**src/rtl/pipe_hazard_ctrl_pkg.sv**
```systemverilog
// Shared pipeline definitions: register-number width, zero register and the
// memory-wait FSM state encoding used by the hazard controller.
package pipe_hazard_ctrl_pkg;

   localparam int REG_W  = 5;
   localparam int WAIT_W = 16;

   localparam logic [REG_W-1:0] ZERO_REG = 5'd0;

   localparam logic [1:0] ST_RUN      = 2'd0;
   localparam logic [1:0] ST_MEM_WAIT = 2'd1;
   localparam logic [1:0] ST_ERROR    = 2'd2;

   typedef enum logic [1:0] {
      RUN      = ST_RUN,
      MEM_WAIT = ST_MEM_WAIT,
      ERROR    = ST_ERROR
   } state_e;

   // $zero never carries a real dependency, so it can never cause a hazard.
   function automatic logic reg_hit(input logic [REG_W-1:0] dst,
                                    input logic [REG_W-1:0] src);
      return (dst != ZERO_REG) && (dst == src);
   endfunction

endpackage

```
**src/rtl/pipe_hazard_ctrl_if.sv**
```systemverilog
// Bundle between the pipeline datapath (master) and the hazard/sequencing
// controller (slave): hazard sources in, register enables/flushes out.
interface pipe_hazard_ctrl_if #(
   parameter int CNT_W = 32
);
   import pipe_hazard_ctrl_pkg::*;

   logic [REG_W-1:0] if_id_rs;
   logic [REG_W-1:0] if_id_rt;
   logic             id_uses_rt;
   logic             id_ex_memread;
   logic [REG_W-1:0] id_ex_rt;
   logic             ex_branch_taken;
   logic             ex_mem_memread;
   logic             ex_mem_memwrite;
   logic             dmem_ready;

   logic             dmem_req;
   logic             pc_en;
   logic             if_id_en;
   logic             id_ex_en;
   logic             ex_mem_en;
   logic             mem_wb_en;
   logic             if_id_flush;
   logic             id_ex_flush;
   logic             mem_wb_flush;
   logic             mem_error;
   logic [CNT_W-1:0] stall_cycles;
   logic [CNT_W-1:0] flush_count;

   modport master (
      output if_id_rs, if_id_rt, id_uses_rt, id_ex_memread, id_ex_rt,
             ex_branch_taken, ex_mem_memread, ex_mem_memwrite, dmem_ready,
      input  dmem_req, pc_en, if_id_en, id_ex_en, ex_mem_en, mem_wb_en,
             if_id_flush, id_ex_flush, mem_wb_flush, mem_error,
             stall_cycles, flush_count
   );

   modport slave (
      input  if_id_rs, if_id_rt, id_uses_rt, id_ex_memread, id_ex_rt,
             ex_branch_taken, ex_mem_memread, ex_mem_memwrite, dmem_ready,
      output dmem_req, pc_en, if_id_en, id_ex_en, ex_mem_en, mem_wb_en,
             if_id_flush, id_ex_flush, mem_wb_flush, mem_error,
             stall_cycles, flush_count
   );

endinterface

```
**src/rtl/pipe_hazard_ctrl_sat_counter.sv**
```systemverilog
// Event counter that sticks at all-ones instead of wrapping.
module sat_counter #(
   parameter int W = 32
) (
   input  logic         clk,
   input  logic         reset,
   input  logic         inc,
   output logic [W-1:0] count
);

   logic [W-1:0] count_r;

   // Count qualifying cycles, holding once the maximum is reached.
   always_ff @(posedge clk or posedge reset) begin
      if (reset) begin
         count_r <= {W{1'b0}};
      end else if (inc && (count_r != {W{1'b1}})) begin
         count_r <= count_r + W'(1);
      end else begin
         count_r <= count_r;
      end
   end

   assign count = count_r;

endmodule

```
**src/rtl/pipe_hazard_ctrl.sv**
```systemverilog
// Pipeline sequencing controller: resolves memory wait, taken branch and
// load-use hazards into per-register enables/flushes, with a wait timeout.
module pipe_hazard_ctrl
   import pipe_hazard_ctrl_pkg::*;
#(
   parameter int TIMEOUT = 255,
   parameter int CNT_W   = 32
) (
   input logic               clk,
   input logic               reset,
   pipe_hazard_ctrl_if.slave bus
);

   state_e              state_r;
   state_e              state_nxt_s;
   logic [WAIT_W-1:0]   wait_cnt_r;
   logic [WAIT_W-1:0]   wait_cnt_nxt_s;
   logic [WAIT_W:0]     wait_inc_s;
   logic                mem_error_r;

   logic                mem_op_s;
   logic                dmem_req_s;
   logic                mem_stall_s;
   logic                load_use_s;
   logic                freeze_s;
   logic                branch_s;

   logic                req_out_s;
   logic                pc_en_s;
   logic                if_id_en_s;
   logic                id_ex_en_s;
   logic                ex_mem_en_s;
   logic                mem_wb_en_s;
   logic                if_id_flush_s;
   logic                id_ex_flush_s;
   logic                mem_wb_flush_s;
   logic [CNT_W-1:0]    stall_cnt_s;
   logic [CNT_W-1:0]    flush_cnt_s;

   assign mem_op_s    = bus.ex_mem_memread | bus.ex_mem_memwrite;
   assign dmem_req_s  = mem_op_s & (state_r != ERROR);
   assign mem_stall_s = dmem_req_s & ~bus.dmem_ready;
   assign load_use_s  = bus.id_ex_memread &
                        (reg_hit(bus.id_ex_rt, bus.if_id_rs) |
                         (bus.id_uses_rt & reg_hit(bus.id_ex_rt, bus.if_id_rt)));
   assign freeze_s    = (state_r == ERROR) | mem_stall_s;
   assign wait_inc_s  = {1'b0, wait_cnt_r} + (WAIT_W+1)'(1);

   // Priority resolution: freeze > taken branch > load-use > free running.
   always_comb begin
      req_out_s      = 1'b0;
      pc_en_s        = 1'b1;
      if_id_en_s     = 1'b1;
      id_ex_en_s     = 1'b1;
      ex_mem_en_s    = 1'b1;
      mem_wb_en_s    = 1'b1;
      if_id_flush_s  = 1'b0;
      id_ex_flush_s  = 1'b0;
      mem_wb_flush_s = 1'b0;
      branch_s       = 1'b0;
      if (reset) begin
         req_out_s = 1'b0;
      end else begin
         req_out_s = dmem_req_s;
         if (freeze_s) begin
            // Bubble into WB so the frozen MEM instruction is not retired twice.
            pc_en_s        = 1'b0;
            if_id_en_s     = 1'b0;
            id_ex_en_s     = 1'b0;
            ex_mem_en_s    = 1'b0;
            mem_wb_en_s    = 1'b0;
            mem_wb_flush_s = 1'b1;
         end else if (bus.ex_branch_taken) begin
            if_id_flush_s = 1'b1;
            id_ex_flush_s = 1'b1;
            branch_s      = 1'b1;
         end else if (load_use_s) begin
            pc_en_s       = 1'b0;
            if_id_en_s    = 1'b0;
            id_ex_flush_s = 1'b1;
         end else begin
            branch_s = 1'b0;
         end
      end
   end

   // Memory-wait FSM next state and wait-cycle counting.
   always_comb begin
      state_nxt_s    = state_r;
      wait_cnt_nxt_s = wait_cnt_r;
      case (state_r)
         RUN: begin
            if (mem_stall_s) begin
               state_nxt_s = MEM_WAIT;
            end else begin
               state_nxt_s = RUN;
            end
            wait_cnt_nxt_s = {WAIT_W{1'b0}};
         end
         MEM_WAIT: begin
            if (!mem_stall_s) begin
               state_nxt_s    = RUN;
               wait_cnt_nxt_s = {WAIT_W{1'b0}};
            end else if (wait_inc_s >= (WAIT_W+1)'(TIMEOUT)) begin
               state_nxt_s    = ERROR;
               wait_cnt_nxt_s = wait_inc_s[WAIT_W-1:0];
            end else begin
               wait_cnt_nxt_s = wait_inc_s[WAIT_W-1:0];
            end
         end
         ERROR: begin
            state_nxt_s = ERROR;
         end
         default: begin
            state_nxt_s    = RUN;
            wait_cnt_nxt_s = {WAIT_W{1'b0}};
         end
      endcase
   end

   // FSM state, wait counter and sticky error flag.
   always_ff @(posedge clk or posedge reset) begin
      if (reset) begin
         state_r     <= RUN;
         wait_cnt_r  <= {WAIT_W{1'b0}};
         mem_error_r <= 1'b0;
      end else begin
         state_r     <= state_nxt_s;
         wait_cnt_r  <= wait_cnt_nxt_s;
         mem_error_r <= mem_error_r | (state_nxt_s == ERROR);
      end
   end

   sat_counter #(.W(CNT_W)) u_stall_cnt (
      .clk   (clk),
      .reset (reset),
      .inc   (~pc_en_s),
      .count (stall_cnt_s)
   );

   sat_counter #(.W(CNT_W)) u_flush_cnt (
      .clk   (clk),
      .reset (reset),
      .inc   (branch_s),
      .count (flush_cnt_s)
   );

   assign bus.dmem_req     = req_out_s;
   assign bus.pc_en        = pc_en_s;
   assign bus.if_id_en     = if_id_en_s;
   assign bus.id_ex_en     = id_ex_en_s;
   assign bus.ex_mem_en    = ex_mem_en_s;
   assign bus.mem_wb_en    = mem_wb_en_s;
   assign bus.if_id_flush  = if_id_flush_s;
   assign bus.id_ex_flush  = id_ex_flush_s;
   assign bus.mem_wb_flush = mem_wb_flush_s;
   assign bus.mem_error    = mem_error_r;
   assign bus.stall_cycles = stall_cnt_s;
   assign bus.flush_count  = flush_cnt_s;

endmodule

```
**src/flat_wrapper.sv**
```systemverilog
// flat-port wrapper written by rule: the top's interface ports become plain ports
module pipe_hazard_ctrl_flat import pipe_hazard_ctrl_pkg::*;
#(
   parameter int TIMEOUT = 255,
   parameter int CNT_W   = 32
)
  (clk, reset, bus_if_id_rs, bus_if_id_rt, bus_id_uses_rt, bus_id_ex_memread, bus_id_ex_rt, bus_ex_branch_taken, bus_ex_mem_memread, bus_ex_mem_memwrite, bus_dmem_ready, bus_dmem_req, bus_pc_en, bus_if_id_en, bus_id_ex_en, bus_ex_mem_en, bus_mem_wb_en, bus_if_id_flush, bus_id_ex_flush, bus_mem_wb_flush, bus_mem_error, bus_stall_cycles, bus_flush_count);
  pipe_hazard_ctrl_if #(.CNT_W(CNT_W)) bus_i ();
  input logic clk;
  input logic reset;
  input wire logic [$bits(bus_i.if_id_rs)-1:0] bus_if_id_rs;
  input wire logic [$bits(bus_i.if_id_rt)-1:0] bus_if_id_rt;
  input wire logic [$bits(bus_i.id_uses_rt)-1:0] bus_id_uses_rt;
  input wire logic [$bits(bus_i.id_ex_memread)-1:0] bus_id_ex_memread;
  input wire logic [$bits(bus_i.id_ex_rt)-1:0] bus_id_ex_rt;
  input wire logic [$bits(bus_i.ex_branch_taken)-1:0] bus_ex_branch_taken;
  input wire logic [$bits(bus_i.ex_mem_memread)-1:0] bus_ex_mem_memread;
  input wire logic [$bits(bus_i.ex_mem_memwrite)-1:0] bus_ex_mem_memwrite;
  input wire logic [$bits(bus_i.dmem_ready)-1:0] bus_dmem_ready;
  output wire logic [$bits(bus_i.dmem_req)-1:0] bus_dmem_req;
  output wire logic [$bits(bus_i.pc_en)-1:0] bus_pc_en;
  output wire logic [$bits(bus_i.if_id_en)-1:0] bus_if_id_en;
  output wire logic [$bits(bus_i.id_ex_en)-1:0] bus_id_ex_en;
  output wire logic [$bits(bus_i.ex_mem_en)-1:0] bus_ex_mem_en;
  output wire logic [$bits(bus_i.mem_wb_en)-1:0] bus_mem_wb_en;
  output wire logic [$bits(bus_i.if_id_flush)-1:0] bus_if_id_flush;
  output wire logic [$bits(bus_i.id_ex_flush)-1:0] bus_id_ex_flush;
  output wire logic [$bits(bus_i.mem_wb_flush)-1:0] bus_mem_wb_flush;
  output wire logic [$bits(bus_i.mem_error)-1:0] bus_mem_error;
  output wire logic [$bits(bus_i.stall_cycles)-1:0] bus_stall_cycles;
  output wire logic [$bits(bus_i.flush_count)-1:0] bus_flush_count;
  assign bus_i.if_id_rs = bus_if_id_rs;
  assign bus_i.if_id_rt = bus_if_id_rt;
  assign bus_i.id_uses_rt = bus_id_uses_rt;
  assign bus_i.id_ex_memread = bus_id_ex_memread;
  assign bus_i.id_ex_rt = bus_id_ex_rt;
  assign bus_i.ex_branch_taken = bus_ex_branch_taken;
  assign bus_i.ex_mem_memread = bus_ex_mem_memread;
  assign bus_i.ex_mem_memwrite = bus_ex_mem_memwrite;
  assign bus_i.dmem_ready = bus_dmem_ready;
  assign bus_dmem_req = bus_i.dmem_req;
  assign bus_pc_en = bus_i.pc_en;
  assign bus_if_id_en = bus_i.if_id_en;
  assign bus_id_ex_en = bus_i.id_ex_en;
  assign bus_ex_mem_en = bus_i.ex_mem_en;
  assign bus_mem_wb_en = bus_i.mem_wb_en;
  assign bus_if_id_flush = bus_i.if_id_flush;
  assign bus_id_ex_flush = bus_i.id_ex_flush;
  assign bus_mem_wb_flush = bus_i.mem_wb_flush;
  assign bus_mem_error = bus_i.mem_error;
  assign bus_stall_cycles = bus_i.stall_cycles;
  assign bus_flush_count = bus_i.flush_count;
  pipe_hazard_ctrl #(.TIMEOUT(TIMEOUT), .CNT_W(CNT_W)) u_core (.clk(clk), .reset(reset), .bus(bus_i));
endmodule
```
**config.mk**
```make
export PLATFORM = sky130hd
export DESIGN_NAME = pipe_hazard_ctrl_flat
export DESIGN_NICKNAME = d
export VERILOG_FILES = /design/src/rtl/pipe_hazard_ctrl_pkg.sv /design/src/rtl/pipe_hazard_ctrl_if.sv /design/src/rtl/pipe_hazard_ctrl_sat_counter.sv /design/src/rtl/pipe_hazard_ctrl.sv /design/src/flat_wrapper.sv
export SDC_FILE = /design/constraint.sdc
export NUM_CORES = 1
export LEC_CHECK = 0
export BUFFER_PORTS_ARGS = -buffer_cell sky130_fd_sc_hd__buf_2
export CAP_MARGIN = 20
export CORE_MARGIN = 2
export CORE_UTILIZATION = 25
export DETAILED_ROUTE_END_ITERATION = 6
export RECOVER_POWER = 100
export SYNTH_ARGS = -nofsm -noshare
export SYNTH_HDL_FRONTEND = slang
export SYNTH_SLANG_ARGS = --single-unit
```
**constraint.sdc**
```tcl
create_clock -name clk -period 2.8 [get_ports clk]
set_clock_uncertainty 0.2 [all_clocks]
set_input_delay 0 -clock clk [delete_from_list [all_inputs] [get_ports clk]]
set_output_delay 0 -clock clk [all_outputs]
set_load 0.01 [all_outputs]
```
==> metrics.txt <==
Nets 596; Final min period 2.45 ns; cts hold-fix bufs 3; pin count of the biggest net entering global routing 55; kind of critical path flip-flop to flip-flop; PwrDens 520 mW/mm²; P_leak 2.38 nW; Initial Util 0.256; fin util 0.303; fin crit share 0.876; ant diodes 0; TritonCTS clock tree yes; global-route wire length before repair 18700 µm; Cells after Synth 470; clk sinks 83; area of the mapped netlist 0.00463 mm²; Reg clk slew, reported paths 0.07 ns; Net Switching 0.814 mW; hpwl dp 8020 µm; Routability Congestion 0.855; Gate power share 0.109; total CTS buffers 9; ratio of cells with drive above 1 in the final layout 0.110; number of cell rows between 40 and 50; worst setup margin around 0.35 ns; Avg Vias per Cell 4.77; Largest stage delay, worst path 0.40 ns; Avg Inst Size Synth 9.84 µm²; post-route setup TNS 0 ns; fraction of registers with async set/reset 1.00; post_cts resized 0; Slew HR -0.0939; drt first pass iters 7; Sequential Area about 0.0021 mm²; # setup viols final 0; fmax 408 MHz; outcome finished, violations left; wire per inst 13.9 µm; arrival time worst endpoint 2.47 ns; Yosys top cell area share 0.449; insertion delay to the later sink of the worst-skew pair 0.34 ns; vias 3829; YS warnings 0; multi-input logic area ~0.0023 mm²; Post-Route WL 11200 µm; Final Hold Fails 0; postcts setup bufs 0; GRT Total Usage 0.116; core area approximately 0.018 mm²; share of total power in the clock network 0.414; Ports 97; die area 0.0196 mm²; min-delay worst type primary input to output port; worst vdd ir 0.236 mV; cell-by-cell listing of the critical path nand2b_1 > a21o_1 > inv_1 > a221o_2 > nand3_1 > buf_12 > mux2_2; Slew @ Worst Pin approximately 1.6 ns; initial antenna violation count 0; initial DRC count 232; sw frac 0.286; Setup WS pre-CTS 0.475 ns; Worst path slowest cell dfrtp_1; Longest Clk Path Bufs 2; Pins Over Slew Limit 31; # DRC 13; total power 2.85 mW; Worst Setup End Kind flip-flop; Yosys reg bits 83; Synth area leaders dfrtp_1, xor2_1, xnor2_1, nand2_1, nand3_1; failing checks design-rule violations, max-capacitance violations, max-slew violations; CP Launch Type flip-flop; Die Wd 140 µm; commonest register cell after synthesis dfrtp_1; unrepaired setup endpoints after global routing no; grt total ovfl 0; Worst Path Required 2.82 ns; Critical Path Fanout Max 29; P&R area growth vs syn 18.6%; CTS Root Cell clkbuf_16; Seq/Total Area, Yosys 0.449; Pint 2.04 mW; Synth area leader dfrtp_1; Port Buffer Count between 90 and 100; total of max-cap violations 1; die height between 100 and 150 µm; EDFF count, synth 0; Mapped Nets ~500; Netlist cell types 61; H-tree levels 3; Routed Antenna Nets 0; number of global-route vias before repair around 3.6k; fillcell total 1926; Flop pwr share 0.477
-- area by class of cell --
| cell class | count | share of cell area |
|---|---|---|
| Inverter | 13 | 0.00912 |
| Sequential cell | 83 | 0.378 |
| Clock inverter | 6 | 0.0100 |
| Clock buffer | 10 | 0.0435 |
| Tap cell | 229 | 0.0522 |
| Timing Repair Buffer | 105 | 0.0853 |
| Multi-Input combinational cell | 357 | 0.421 |
-- sequential cells by signal, indices dropped and copies added (netlist names) --
name	count
u_core.u_flush_cnt.count	32
u_core.u_stall_cnt.count	32
u_core.wait_cnt_r	16
u_core.state_r	2
u_core.bus.mem_error	1
-- cells by family after synthesis --
logic type | share of synthesized area
flops | 0.449
xor+xnor | 0.140
simple gates | 0.278
compound gates | 0.0814
fa+ha+maj | 0.0108
buf+inv | 0.0341
mux | 0.00703
-- routing by layer --
layer | part of all wire | GRT usage | up-vias | wire length [µm]
met5 | 0 | 0 | - | 0
met4 | 0.023 | 0.0441 | 0 | 253
met3 | 0.046 | 0.0253 | 13 | 515
met2 | 0.44 | 0.181 | 82 | 4930
met1 | 0.49 | 0.159 | 1851 | 5480
li1 | - | - | 1883 | -
-- worst max-delay path, delay by kind of cell, from the launching register on --
kind	cells	cell delay (ns)
AOI/OAI and AO/OA	2	0.60
and+or+nand+nor	2	0.52
DFF	1	0.40
muxes	1	0.34
buffers and inverters	2	0.27
-- cell usage in the layout, fill, tap and decap left out, types with 3 or more instances in the layout --
master,Yosys,final
nor3_1,23,23
or3_1,4,4
clkbuf_16,0,9
clkbuf_1,7,74
and2_1,5,5
o21ai_0,25,25
nand2b_1,2,3
buf_2,3,25
and3_1,11,11
nor2_1,29,29
inv_6,0,3
and4_1,5,5
o31ai_1,3,3
nand2_1,45,46
nand4_1,23,23
nor4_1,8,14
ha_1,4,4
a21oi_1,11,11
nand3_1,33,35
xor2_1,47,47
inv_1,12,12
a31oi_1,3,3
dlygate4sd3_1,0,3
nor4b_1,3,3
xnor2_1,27,27
dfrtp_1,83,83
-- synth_stat cells, drive strengths merged (10+ instances only) --
cell	instances
xnor2	27
o21ai	25
nand3	35
nand4	25
a21oi	11
nor4	17
nor3	25
and3	14
nor2	29
xor2	47
inv	13
nand2	46
buf	10
dfrtp	83
-- metrics by stage --
stage / instances / area (µm²) / hold WS [ns]
6_report: 803 / 5490 / 0.155
5_1_grt: 803 / 5490 / 0.215
4_1_cts: 803 / 5670 / 0.0400
3_5_place_dp: 784 / 5350 / 0.0462
3_3_place_gp: 784 / 5350 / 0.0433
2_1_floorplan: 470 / 4630 / -0.146
-- power by group through the flow --
stage,combinational [mW],clock [mW],sequential [mW]
6_report,0.310,1.18,1.36
5_1_grt,0.351,1.26,1.38
4_1_cts,0.343,1.21,1.36
3_5_place_dp,0.338,0,1.38
3_3_place_gp,0.337,0,1.38
2_1_floorplan,0.177,0,1.40
-- final timing paths --
| check | startpoint | endpoint | slack (ns) | cells past startpoint |
|---|---|---|---|---|
| worst max-delay path | u_core.state_r[0] | u_core.u_stall_cnt.count[1] | 0.35 | 7 |
| worst min-delay path | bus_ex_mem_memread | bus_dmem_req | 0.15 | 4 |
| max in group asynchronous | reset | u_core.wait_cnt_r[4] | 0.62 | 4 |
| worst max register to register | u_core.state_r[0] | u_core.u_stall_cnt.count[1] | 0.35 | 7 |
| min in group asynchronous | reset | u_core.u_stall_cnt.count[27] | 0.45 | 4 |
| worst min register to register | u_core.u_flush_cnt.count[6] | u_core.u_flush_cnt.count[6] | 0.29 | 1 |
No activity file was read; power rests on OpenSTA's default activity.
